--- config.mk ---
export PLATFORM = sky130hd
export DESIGN_NAME = tdm_demux4_flat
export DESIGN_NICKNAME = d
export VERILOG_FILES = /design/src/rtl/tdm_demux4_if.sv /design/src/rtl/tdm_demux4.sv /design/src/flat_wrapper.sv
export SDC_FILE = /design/constraint.sdc
export NUM_CORES = 1
export LEC_CHECK = 0
export ABC_CLOCK_PERIOD_IN_PS = 2750
export CORE_MARGIN = 4
export CORE_UTILIZATION = 40
export CTS_CLUSTER_SIZE = 10
export DETAILED_ROUTE_END_ITERATION = 7
export GPL_ROUTABILITY_DRIVEN = 0
export GPL_TIMING_DRIVEN = 1
export HOLD_SLACK_MARGIN = 0.05
export PLACE_DENSITY_LB_ADDON = 0.05
export SLEW_MARGIN = 20
export SYNTH_ARGS = -nofsm -noshare
export SYNTH_HDL_FRONTEND = slang
export SYNTH_SLANG_ARGS = --single-unit
--- constraint.sdc ---
create_clock -name clk -period 2.75 [get_ports clk]
set_input_delay 0.275 -clock clk [delete_from_list [all_inputs] [get_ports clk]]
set_output_delay 0.275 -clock clk [all_outputs]
set_load 0.1 [all_outputs]
--- src/rtl/tdm_demux4_if.sv ---
// rtl/tdm_demux4_if.sv - beat bus and lane outputs of the 4-lane TDM demultiplexer
interface tdm_demux4_if #(
  parameter int WIDTH = 8
);
  logic [WIDTH-1:0] din;
  logic             din_valid;
  logic             din_sof;
  logic [WIDTH-1:0] a;
  logic [WIDTH-1:0] b;
  logic [WIDTH-1:0] c;
  logic [WIDTH-1:0] d;
  logic             out_valid;
  logic             frame_err;
  logic [1:0]       sel;

  modport master (
    output din, din_valid, din_sof,
    input  a, b, c, d, out_valid, frame_err, sel
  );

  modport slave (
    input  din, din_valid, din_sof,
    output a, b, c, d, out_valid, frame_err, sel
  );
endinterface

--- src/rtl/tdm_demux4.sv ---
// rtl/tdm_demux4.sv - reassembles sof-aligned 4-beat frames into lane words a..d
module tdm_demux4 #(
  parameter int WIDTH = 8
) (
  input  logic         clk,
  input  logic         rst_n,
  tdm_demux4_if.slave  bus
);

  typedef enum logic {
    IDLE = 1'b0,
    RUN  = 1'b1
  } state_t;

  state_t           state_q, state_nxt;
  logic [1:0]       sel_q, sel_nxt;
  logic [WIDTH-1:0] sh0_q, sh1_q, sh2_q;
  logic [WIDTH-1:0] sh0_nxt, sh1_nxt, sh2_nxt;
  logic [WIDTH-1:0] a_q, b_q, c_q, d_q;
  logic [WIDTH-1:0] a_nxt, b_nxt, c_nxt, d_nxt;
  logic             ov_q, ov_nxt;
  logic             fe_q, fe_nxt;

  always_ff @(posedge clk or negedge rst_n) begin
    if (!rst_n) begin
      state_q <= IDLE;
      sel_q   <= 2'd0;
      sh0_q   <= '0;
      sh1_q   <= '0;
      sh2_q   <= '0;
      a_q     <= '0;
      b_q     <= '0;
      c_q     <= '0;
      d_q     <= '0;
      ov_q    <= 1'b0;
      fe_q    <= 1'b0;
    end else begin
      state_q <= state_nxt;
      sel_q   <= sel_nxt;
      sh0_q   <= sh0_nxt;
      sh1_q   <= sh1_nxt;
      sh2_q   <= sh2_nxt;
      a_q     <= a_nxt;
      b_q     <= b_nxt;
      c_q     <= c_nxt;
      d_q     <= d_nxt;
      ov_q    <= ov_nxt;
      fe_q    <= fe_nxt;
    end
  end

  always_comb begin
    state_nxt = state_q;
    sel_nxt   = sel_q;
    sh0_nxt   = sh0_q;
    sh1_nxt   = sh1_q;
    sh2_nxt   = sh2_q;
    a_nxt     = a_q;
    b_nxt     = b_q;
    c_nxt     = c_q;
    d_nxt     = d_q;
    ov_nxt    = 1'b0;
    fe_nxt    = 1'b0;

    if (bus.din_valid) begin
      case (state_q)
        IDLE: begin
          // Beats without sof are discarded until the link is aligned.
          if (bus.din_sof) begin
            sh0_nxt   = bus.din;
            sel_nxt   = 2'd1;
            state_nxt = RUN;
          end
        end
        RUN: begin
          if (bus.din_sof) begin
            // Early sof: drop the partial frame and restart on this beat.
            fe_nxt  = 1'b1;
            sh0_nxt = bus.din;
            sel_nxt = 2'd1;
          end else begin
            case (sel_q)
              2'd1: begin
                sh1_nxt = bus.din;
                sel_nxt = 2'd2;
              end
              2'd2: begin
                sh2_nxt = bus.din;
                sel_nxt = 2'd3;
              end
              2'd3: begin
                a_nxt     = sh0_q;
                b_nxt     = sh1_q;
                c_nxt     = sh2_q;
                d_nxt     = bus.din;
                ov_nxt    = 1'b1;
                sel_nxt   = 2'd0;
                state_nxt = IDLE;
              end
              default: begin
                sh0_nxt = bus.din;
                sel_nxt = 2'd1;
              end
            endcase
          end
        end
        default: state_nxt = IDLE;
      endcase
    end
  end

  assign bus.a         = a_q;
  assign bus.b         = b_q;
  assign bus.c         = c_q;
  assign bus.d         = d_q;
  assign bus.out_valid = ov_q;
  assign bus.frame_err = fe_q;
  assign bus.sel       = sel_q;

endmodule

--- src/flat_wrapper.sv ---
// flat-port wrapper written by rule: the top's interface ports become plain ports
module tdm_demux4_flat 
#(
  parameter int WIDTH = 8
)
  (clk, rst_n, bus_din, bus_din_valid, bus_din_sof, bus_a, bus_b, bus_c, bus_d, bus_out_valid, bus_frame_err, bus_sel);
  tdm_demux4_if #(.WIDTH(WIDTH)) bus_i ();
  input  logic clk;
  input  logic rst_n;
  input wire logic [$bits(bus_i.din)-1:0] bus_din;
  input wire logic [$bits(bus_i.din_valid)-1:0] bus_din_valid;
  input wire logic [$bits(bus_i.din_sof)-1:0] bus_din_sof;
  output wire logic [$bits(bus_i.a)-1:0] bus_a;
  output wire logic [$bits(bus_i.b)-1:0] bus_b;
  output wire logic [$bits(bus_i.c)-1:0] bus_c;
  output wire logic [$bits(bus_i.d)-1:0] bus_d;
  output wire logic [$bits(bus_i.out_valid)-1:0] bus_out_valid;
  output wire logic [$bits(bus_i.frame_err)-1:0] bus_frame_err;
  output wire logic [$bits(bus_i.sel)-1:0] bus_sel;
  assign bus_i.din = bus_din;
  assign bus_i.din_valid = bus_din_valid;
  assign bus_i.din_sof = bus_din_sof;
  assign bus_a = bus_i.a;
  assign bus_b = bus_i.b;
  assign bus_c = bus_i.c;
  assign bus_d = bus_i.d;
  assign bus_out_valid = bus_i.out_valid;
  assign bus_frame_err = bus_i.frame_err;
  assign bus_sel = bus_i.sel;
  tdm_demux4 #(.WIDTH(WIDTH)) u_core (.clk(clk), .rst_n(rst_n), .bus(bus_i));
endmodule
* Yosys cells after proc, flatten, opt, wreduce, memory -nomap -nowiden
Cells that the tools add are included.
** Word-level totals
- Register bits :: 61
- Input bits :: 12
- Output and inout bits :: 36
- Logic and storage cells :: 42
** Operators by class
- Equal/unequal tests :: 5
- Muxes and demuxes :: 18
- Bitwise logic cells :: 2
- Reductions and logical operators :: 6
** Operators by type and width (number)
- $mux 8 :: 3
- $pmux 8 s2 :: 1
- $reduce_and 4->1 :: 3
- $mux 1 :: 9
- $pmux 2 s3 :: 1
- $eq 2x2->1 const B :: 2
- $mux 2 :: 2
- $pmux 2 s2 :: 1
- $ne 3x3->1 const B :: 1
- $reduce_and 3->1 :: 1
- $reduce_or 3->1 :: 1
- $eq 2x1->1 const B :: 1
- $ne 2x2->1 const B :: 1
- $not 1->1 :: 2
- $pmux 1 s2 :: 1
- $reduce_and 2->1 :: 1

* Logic depth before layout (Yosys ltp)
Gate-level depths: netlist of the first run.
- Depth after elaboration :: 5
- Gate-level depth with buffers :: 5
- Depth with buffers taken out :: 4

* Worst setup path before layout of the first run
OpenSTA, ideal clock, no wires.
- Kind :: register to register
- From :: reg u_core.sel_q[0] (netlist: u_core.bus.sel[0])
- To :: reg u_core.a_q[0] (netlist: u_core.bus.a[0])
- Library setup time :: 0.125 ns
- Arrival :: 1.955 ns
- Required time :: 2.625 ns
- Setup slack :: 0.669 ns
- Cell stages (with the launch flop) :: 5
- Path buffers :: 1
- Clock period less this slack :: 2.081 ns
- Cells stage by stage :: dfrtp_1 ha_1 nand4b_4 buf_6 mux2_4
** On the way
- Longest elaborated chain between the ends :: 2
** RTL lines
- start: declaration :: line tdm_demux4.sv:16 : logic [1:0] sel_q, sel_nxt;
- start signal: assignment :: line tdm_demux4.sv:39 : sel_q <= sel_nxt;
- $eq 2x2->1 :: line tdm_demux4.sv:82 : case (sel_q)
- $reduce_and 4->1 (no source line)
- end signal: assignment :: line tdm_demux4.sv:43 : a_q <= a_nxt;
- end: declaration :: line tdm_demux4.sv:19 : logic [WIDTH-1:0] a_q, b_q, c_q, d_q;
No other way between the ends.
A chain may end at the register's enable or synchronous reset.

* Worst setup path after layout of the first run
- From :: reg u_core.sel_q[0] (netlist: u_core.bus.sel[0])
- To :: reg u_core.c_q[5] (netlist: u_core.bus.c[5])
** On the way
- Longest elaborated chain between the ends :: 2
** RTL lines
- $eq 2x2->1 :: line tdm_demux4.sv:82
- $reduce_and 4->1 (no source line)
- end signal: assignment :: line tdm_demux4.sv:45 : c_q <= c_nxt;
- end: declaration :: line tdm_demux4.sv:19
No other way between the ends.

==> results of run 1 <==
## worst paths after layout
check	start	slack, ns	endpoint
min reg2reg	u_core.sh0_q[4]	0.50	u_core.bus.a[4]
max in group asynchronous	rst_n	2.14	u_core.sh2_q[7]
min	rst_n	0.1	u_core.bus.c[6]
max	u_core.bus.sel[0]	0.70	u_core.bus.c[5]
max reg2reg	u_core.bus.sel[0]	0.70	u_core.bus.c[5]
min in group clk	u_core.sh0_q[4]	0.50	u_core.bus.a[4]
## routing by layer
metal  global-route usage, %  part of all wire [%]  wire length, um
met1                    18.3                    45             2170
met2                    21.6                    48             2320
met3                    6.33                   6.5              317
met4                    5.36                   1.0               50
met5                       0                     0                0
## cell families after synthesis
group | synth area share [%]
compound gates | 3.55
fa+ha+maj | 1.94
flops | 59.3
buf+inv | 4.37
mux | 25.2
simple gates | 5.59
## synthesized netlist by cell type
library cell	count	area (sq um)
a21o_1	1	7.51
a21oi_1	1	5.00
and2_1	1	6.26
and3_1	2	12.5
and4b_1	1	10.0
buf_4	2	15.0
buf_6	4	45.0
clkbuf_1	3	11.3
dfrtp_1	61	1530
ha_1	4	50.1
inv_1	11	41.3
mux2_2	19	214
mux2_4	29	435
nand2_1	9	33.8
nand3_1	1	5.00
nand4b_2	2	30.0
nand4b_4	1	23.8
nor2_1	1	3.75
nor3_1	2	10.0
o221ai_1	1	8.76
o32ai_1	8	70.1
or3b_2	1	8.76
## stage by stage
stage                     util, %  area [sq um]  cells
after floorplan                 -          2570    165
after global placement       49.0          2990    280
after detailed placement     49.0          2990    280
after CTS                    52.2          3180    295
after global routing         52.2          3180    295
final                        52.2          3180    295
## state kept, by name (all words and copies together) (netlist names)
signal and cells:
u_core.sh2_q 8, u_core.bus.frame_err 1, u_core.bus.b 8, u_core.bus.c 8, u_core.bus.out_valid 1, u_core.state_q 1, u_core.bus.d 8, u_core.sh1_q 8
u_core.bus.a 8, u_core.sh0_q 8, u_core.bus.sel 2
## final cells by class
class	count	area (sq um)	area share, %
inverter	11	41.3	1.30
clock inverter	1	30.0	0.945
tap	75	93.8	2.95
timing repair buffer	49	390	12.3
multi-input combinational	84	935	29.4
sequential	61	1530	48.0
clock buffer	14	163	5.12
==> summary.md, run 1 <==
| Metric | Value |
|---|---|
| Ant. Diodes | 0 |
| Required time worst endpoint | 2.96 ns |
| Cts hold-fix bufs | 0 |
| Final setup viols | 0 |
| Layout cells sized above 1 | between 40% and 50% |
| Type of the tightest min-delay check | primary input to asynchronous set/reset pin |
| Syn_nets | 181 |
| Number of synthesized register bits | between 60 and 70 |
| Synth Area per Inst | 15.6 sq um |
| Initial DRC count | 46 |
| Final Max Slew Viols | 0 |
| Grt ovf | 0 |
| Crit path kind | flip-flop to flip-flop |
| Number of port buffers | 47 |
| Crit. End Element | flip-flop |
| # resized after CTS | 0 |
| Final HPWL DP | ~3.2 mm |
| Delay-heaviest family, CP | simple AND/OR/NAND/NOR gates |
| Initial Util | between 40% and 50% |
| Initial antenna violation count | 0 |
| Hold slack | roughly 0.099 ns |
| Post-Syn Area | 2570 sq um |
| Vias in the first global route | 1609 |
| R2R cell count | 3 |
| Period minus WS final | 2.05 ns |
| CTS Buf Count | 9 |
| Drc violations | 0 |
| Measured slew at the worst slew-check pin | ~0.83 ns |
| Hold Vio Cnt, Final | 0 |
| Drt total wl | ~4.9 mm |
| CP max-delay cell | nand4b_4 |
| CTS Buffer Depth | 2 |
| Die Area | between 7000 and 8000 sq um |
| Worst-path fanout max | 33 |
| Antenna-violating nets left | 0 |
| I/O Pins | 48 |
| Syn Inst Count | 165 |
| F_max | ~0.49 GHz |
| Relative slew slack | 44.3% |
| Synth cell types | 22 |
| Total GRT Usage | 14.3% |
| DR WL/cell | 16.5 um |
| Stages on worst setup path | 3 |
| Setup Skew | approximately 0.0068 ns |
| Fill cells | 528 |
| Most frequent cells in the layout | dfrtp_1 (61), buf_4 (38), mux2_4 (29) |
| DR vias | roughly 1500 |
| Total core area | roughly 6100 sq um |
| Detailed-route vias per instance | 4.94 |
| Die Y | approximately 88 um |
| Unrepaired setup endpoints after global routing | false |
| Crit share post-route | 74.5% |
| CP arrival | 2.26 ns |
| Clock Sinks | 61 |
| Status | finished, final reports clean |
| CP bufs+invs | 0 |
| Most common cell after layout, fill and taps aside | dfrtp_1 |
| Crit path launch type | flip-flop |
| Worst setup slack after placement | 0.451 ns |
| CP peak stage delay | 0.66 ns |
| CTS tree | yes |
| Layout area overhead | 23.5% |
| Setup TNS | 0 ns |
| Post-route worst setup slack | between 0.6 and 0.7 ns |
| Clk slew on worst S/H paths | ~0.060 ns |
| Row count | 28 |
| Drt first pass iters | 4 |
| CP cell instances | ha_1, nand4b_4, mux2_4 |
| Post-CTS Setup Inserts | 0 |
| Largest net degree at the start of global routing | 62 |
| First-pass GRT wire length | 8.24 mm |
| CTS root buffer | clkbuf_8 |
| Die Width | roughly 88 um |
| Post-layout net count | 232 |
| Register area share after synthesis | just under 60% |
| Worst-Skew Late Latency | 0.33 ns |
| Max-cap violation count | 0 |
| Ys Warns | 0 |
| CTS H-tree depth | 3 |
Power of run 1 is not shown: default switching activity piles up to over one toggle a cycle in this logic, so the estimate is an artifact.
==> inputs of run 2 (changes only) <==
--- a/config.mk
+++ b/config.mk
@@ -5,7 +5,7 @@
 export SDC_FILE = /design/constraint.sdc
 export NUM_CORES = 1
 export LEC_CHECK = 0
-export ABC_CLOCK_PERIOD_IN_PS = 2750
+export ABC_CLOCK_PERIOD_IN_PS = 2140
 export CORE_MARGIN = 4
 export CORE_UTILIZATION = 40
 export CTS_CLUSTER_SIZE = 10
==> constraint.sdc (replaced) <==
create_clock -name clk -period 2.14 [get_ports clk]
set_input_delay 0.214 -clock clk [delete_from_list [all_inputs] [get_ports clk]]
set_output_delay 0.214 -clock clk [all_outputs]
set_load 0.1 [all_outputs]
==> summary.md, run 2 (synthesis results as in run 1) <==
| Metric | Value |
|---|---|
| CTS H-tree depth | 3 (unchanged) |
| Drt first pass iters | 4 (unchanged) |
| Initial DRC count | 55 (was 46) |
| Vias in the first global route | 1581 (was 1609) |
| # resized after CTS | 0 (unchanged) |
| Clock Sinks | 61 (unchanged) |
| Hold Vio Cnt, Final | 0 (unchanged) |
| Largest net degree at the start of global routing | 34 (was 62) |
| Drt total wl | 5.13 mm (was 4.86 mm) |
| Delay-heaviest family, CP | flip-flops (was simple AND/OR/NAND/NOR gates) |
| Unrepaired setup endpoints after global routing | false (unchanged) |
| Met3 WL | 344 um (was 317 um) |
| Type of the tightest min-delay check | primary input to asynchronous set/reset pin (unchanged) |
| CP peak stage delay | 0.45 ns (was 0.66 ns) |
| Worst-Skew Late Latency | 0.33 ns (about the same) |
| CTS Buf Count | 9 (unchanged) |
| F_max | 0.627 GHz (was 0.488 GHz) |
| Row count | 28 (unchanged) |
| DR WL/cell | 17.1 um (was 16.5 um) |
| Die Width | 88.2 um (unchanged) |
| Clk slew on worst S/H paths | 0.06 ns (about the same) |
| Final setup viols | 0 (unchanged) |
| Ant. Diodes | 0 (unchanged) |
| Layout cells sized above 1 | 48.0% (was 46.8%) |
| Most common cell after layout, fill and taps aside | dfrtp_1 (unchanged) |
| Number of port buffers | 47 (unchanged) |
| First-pass GRT wire length | 8.45 mm (was 8.24 mm) |
| Required time worst endpoint | 2.36 ns (was 2.96 ns) |
| Total GRT Usage | 14.7% (was 14.3%) |
| Crit. End Element | flip-flop (unchanged) |
| CTS root buffer | clkbuf_8 (unchanged) |
| Met1 WL | 2.28 mm (was 2.17 mm) |
| CTS tree | yes (unchanged) |
| Grt ovf | 0 (unchanged) |
| Die Y | 88.2 um (unchanged) |
| Relative slew slack | 60.3% (was 44.3%) |
| Final HPWL DP | 3.50 mm (was 3.19 mm) |
| Crit path kind | flip-flop to flip-flop (unchanged) |
| Worst setup slack after placement | 0.223 ns (was 0.451 ns) |
| Setup Skew | 0.00513 ns (was 0.00683 ns) |
| CP cell instances | inv_1, ha_1, nand4b_2, mux2_2 (was ha_1, nand4b_4, mux2_4) |
| Setup TNS | 0 ns (unchanged) |
| CTS Buffer Depth | 2 (unchanged) |
| Fill cells | 530 (was 528) |
| DR vias | 1503 (was 1457) |
| Period minus WS final | 1.60 ns (was 2.05 ns) |
| Initial Util | 42.2% (unchanged) |
| DR top layer | met4 (unchanged) |
| I/O Pins | 48 (unchanged) |
| DR WL met2 | 2.43 mm (was 2.32 mm) |
| CP arrival | 1.81 ns (was 2.26 ns) |
| Most frequent cells in the layout | dfrtp_1 (61), buf_4 (40), mux2_4 (29) (was dfrtp_1 (61), buf_4 (38), mux2_4 (29)) |
| Drc violations | 0 (unchanged) |
| CP max-delay cell | dfrtp_1 (was nand4b_4) |
| Post-layout net count | 236 (was 232) |
| Crit path launch type | flip-flop (unchanged) |
| Final Max Slew Viols | 0 (unchanged) |
| Crit share post-route | 74.5% (about the same) |
| Detailed-route vias per instance | 5.01 (was 4.94) |
| Worst-path fanout max | 8 (was 33) |
| Die Area | 7780 sq um (unchanged) |
| Max-cap violation count | 0 (unchanged) |
| Post-route worst setup slack | 0.545 ns (was 0.700 ns) |
| Antenna-violating nets left | 0 (unchanged) |
| Initial antenna violation count | 0 (unchanged) |
| Total core area | 6100 sq um (unchanged) |
| Layout area overhead | 25.3% (was 23.5%) |
| CP bufs+invs | 1 (was 0) |
| Status | finished, final reports clean (unchanged) |
| Measured slew at the worst slew-check pin | 0.596 ns (was 0.834 ns) |
## run 2: cell count changes in the layout (fill, tap and decap cells not counted), sizes merged
cell / previous run / this run
dlygate4sd3: 0 / 1
clkinv: 0 / 2
buf: 39 / 42
clkbuf: 14 / 12
clkinvlp: 0 / 1
## run 2: area by class of cell
cell class / instances / area (sq um) / share of cell area, %
sequential: 61 / 1530 / 47.3
multi-input combinational: 84 / 935 / 29.0
timing repair buffer: 53 / 435 / 13.5
clock buffer: 12 / 145 / 4.50
tap: 75 / 93.8 / 2.91
clock inverter: 4 / 47.5 / 1.47
inverter: 11 / 41.3 / 1.28
## run 2: worst reg2reg max path, stage by stage (launching register included)
cell and delay [ns]:
dfrtp_1 0.45, inv_1 0.11, ha_1 0.16, nand4b_2 0.35
mux2_2 0.41
## run 2: metrics by stage
| step | cell area [sq um] | hold WS [ns] | instances | util [%] |
|---|---|---|---|---|
| final | 3220 | 0.427 | 300 | 52.9 |
| after global routing | 3220 | 0.492 | 300 | 52.9 |
| after CTS | 3220 | 0.437 | 300 | 52.9 |
| after detailed placement | 3020 | 0.264 | 283 | 49.6 |
| after global placement | 3020 | 0.246 | 283 | 49.6 |
| after floorplan | 2570 | -0.0816 | 165 | - |
## run 2: layer usage
layer | vias up | GRT usage (%)
met2 | 39 | 21.7
met3 | 7 | 5.59
li1 | 692 | -
met1 | 765 | 19.6
met4 | 0 | 5.77
met5 | - | 0
## run 2: path summary, 6_finish.rpt
check | startpoint | end | slack [ns] | depth (start not counted)
min in group clk | u_core.sh0_q[7] | u_core.bus.a[7] | 0.50 | 1
max in group asynchronous | rst_n | u_core.bus.a[2] | 1.01 | 3
worst min-delay path | rst_n | u_core.bus.c[1] | 0.43 | 2
worst max-delay path | u_core.bus.sel[0] | u_core.sh2_q[3] | 0.54 | 4
worst max register to register | u_core.bus.sel[0] | u_core.sh2_q[3] | 0.54 | 4
worst min register to register | u_core.sh0_q[7] | u_core.bus.a[7] | 0.50 | 1
## run 2: repair_timing
| action | CTS | global route |
|---|---|---|
| hold buffers | 1 | 0 |
| setup buffers | 0 | 0 |
| endpoints found under the hold margin | 25 | 0 |
Power of run 2 is left out for the same reason.
==> inputs of run 3 (changes only) <==
--- a/config.mk
+++ b/config.mk
@@ -5,7 +5,7 @@
 export SDC_FILE = /design/constraint.sdc
 export NUM_CORES = 1
 export LEC_CHECK = 0
-export ABC_CLOCK_PERIOD_IN_PS = 2140
+export ABC_CLOCK_PERIOD_IN_PS = 1500
 export CORE_MARGIN = 4
 export CORE_UTILIZATION = 40
 export CTS_CLUSTER_SIZE = 10
==> constraint.sdc (replaced) <==
create_clock -name clk -period 1.5 [get_ports clk]
set_input_delay 0.15 -clock clk [delete_from_list [all_inputs] [get_ports clk]]
set_output_delay 0.15 -clock clk [all_outputs]
set_load 0.1 [all_outputs]
==> summary.md, run 3 (synthesis results as in run 1) <==
| Metric | Value |
|---|---|
| Total GRT Usage | 14.5% (was 14.7%) |
| Multi-input combinational cell area | 982 sq um (was 935 sq um) |
| Layout area overhead | 50.9% (was 25.3%) |
| CTS Buf Count | 9 (unchanged) |
| Drt total wl | 5.10 mm (was 5.13 mm) |
| Largest net degree at the start of global routing | 62 (was 34) |
| Worst setup slack after placement | -0.0352 ns (was 0.223 ns) |
| Finished Cell Area | 3880 sq um (was 3220 sq um) |
| Crit share post-route | 97.8% (was 74.5%) |
| Final Max Slew Viols | 0 (unchanged) |
| Most frequent cells in the layout | dfrtp_1 (59), buf_12 (39), mux2_4 (32) (was dfrtp_1 (61), buf_4 (40), mux2_4 (29)) |
| I/O Pins | 48 (unchanged) |
| Setup TNS | 0 ns (unchanged) |
| Crit path launch type | flip-flop (unchanged) |
| First-pass GRT wire length | 8.31 mm (was 8.45 mm) |
| Final HPWL DP | 3.47 mm (was 3.50 mm) |
| Die Width | 88.2 um (unchanged) |
| Unrepaired setup endpoints after global routing | true (was false) |
| Initial Util | 42.2% (unchanged) |
| Number of port buffers | 47 (unchanged) |
| Measured slew at the worst slew-check pin | 0.377 ns (was 0.596 ns) |
| CTS H-tree depth | 3 (unchanged) |
| CP arrival | 1.69 ns (was 1.81 ns) |
| Drc violations | 0 (unchanged) |
| CTS root buffer | clkbuf_8 (unchanged) |
| Type of the tightest min-delay check | primary input to asynchronous set/reset pin (unchanged) |
| Die Y | 88.2 um (unchanged) |
| Crit. End Element | flip-flop (unchanged) |
| Vias in the first global route | 1603 (was 1581) |
| Fill cells | 454 (was 530) |
| Initial antenna violation count | 0 (unchanged) |
| DR vias | 1521 (was 1503) |
| Antenna-violating nets left | 0 (unchanged) |
| Max-cap violation count | 0 (unchanged) |
| Clk slew on worst S/H paths | 0.07 ns (was 0.06 ns) |
| Clock Sinks | 61 (unchanged) |
| Required time worst endpoint | 1.72 ns (was 2.36 ns) |
| DR WL/cell | 16.7 um (was 17.1 um) |
| CTS Buffer Depth | 2 (unchanged) |
| Ant. Diodes | 0 (unchanged) |
| Initial DRC count | 69 (was 55) |
| Row count | 28 (unchanged) |
| F_max | 0.681 GHz (was 0.627 GHz) |
| Relative slew slack | 74.8% (was 60.3%) |
| Hold Vio Cnt, Final | 0 (unchanged) |
| Layout cells sized above 1 | 53.2% (was 48.0%) |
| Hold slack | 0.357 ns (was 0.427 ns) |
| Detailed-route vias per instance | 4.97 (was 5.01) |
| Area after DPL | 3570 sq um (was 3020 sq um) |
| Storage cell area | 1530 sq um (about the same) |
| CTS tree | yes (unchanged) |
| Worst-Skew Late Latency | 0.34 ns (was 0.33 ns) |
| Drt first pass iters | 2 (was 4) |
| Setup Skew | 0.00896 ns (was 0.00513 ns) |
| Most common cell after layout, fill and taps aside | dfrtp_1 (unchanged) |
| Period minus WS final | 1.47 ns (was 1.60 ns) |
| Grt ovf | 0 (unchanged) |
| Crit path kind | flip-flop to flip-flop (unchanged) |
| Post-layout net count | 242 (was 236) |
| Total core area | 6100 sq um (unchanged) |
| Status | finished, final reports clean (unchanged) |
| Die Area | 7780 sq um (unchanged) |
| Worst-path fanout max | 10 (was 8) |
| Final setup viols | 0 (unchanged) |
| Post-route worst setup slack | 0.0324 ns (was 0.545 ns) |
==> run 3: cell count changes in the layout (fill, tap and decap cells not counted), sizes merged <==
cell / delta
buf: +5
bufinv: +2
clkinv: -1
==> run 3: stage by stage <==
stage	util [%]	std cells
after floorplan	-	165
after global placement	58.6	287
after detailed placement	58.6	287
after CTS	63.0	304
after global routing	63.7	306
final	63.7	306
==> run 3: per-layer routing <==
| layer | track usage (%) | share of wire [%] |
|---|---|---|
| met5 | 0 | 0 |
| met4 | 8.24 | 2.2 |
| met3 | 4.00 | 4.7 |
| met2 | 21.0 | 48 |
| met1 | 19.8 | 45 |
==> run 3: cell type report <==
cell class / count / area share (%)
clock buffer: 11 / 3.90
clock inverter: 5 / 2.74
inverter: 11 / 1.06
multi-input combinational: 84 / 25.3
sequential: 61 / 39.5
tap: 75 / 2.42
timing repair buffer: 59 / 25.1
==> run 3: critical path, stage by stage, from the launching register on <==
cell,delay (ns)
dfrtp_4,0.52
ha_4,0.19
nand4b_4,0.15
clkbuf_16,0.20
mux2_4,0.30
==> run 3: timing repair <==
item                                   CTS  global route
setup endpoints to repair                0            23
endpoints found under the hold margin   61             0
hold buffers                             1             0
resized for setup                        0             3
buffers inserted                         0             1
==> run 3: worst paths after layout <==
path,from,endpoint,slack [ns],depth (start not counted)
worst max-delay path,u_core.bus.sel[0],u_core.bus.a[0],0.03,4
worst min-delay path,rst_n,u_core.bus.c[1],0.36,3
worst max register to register,u_core.bus.sel[0],u_core.bus.a[0],0.03,4
worst min register to register,u_core.sh0_q[5],u_core.bus.a[5],0.51,1
max in group asynchronous,rst_n,u_core.bus.sel[1],0.85,3
min in group clk,bus_din[6],u_core.sh0_q[6],0.50,3
Power of run 3 is left out for the same reason.
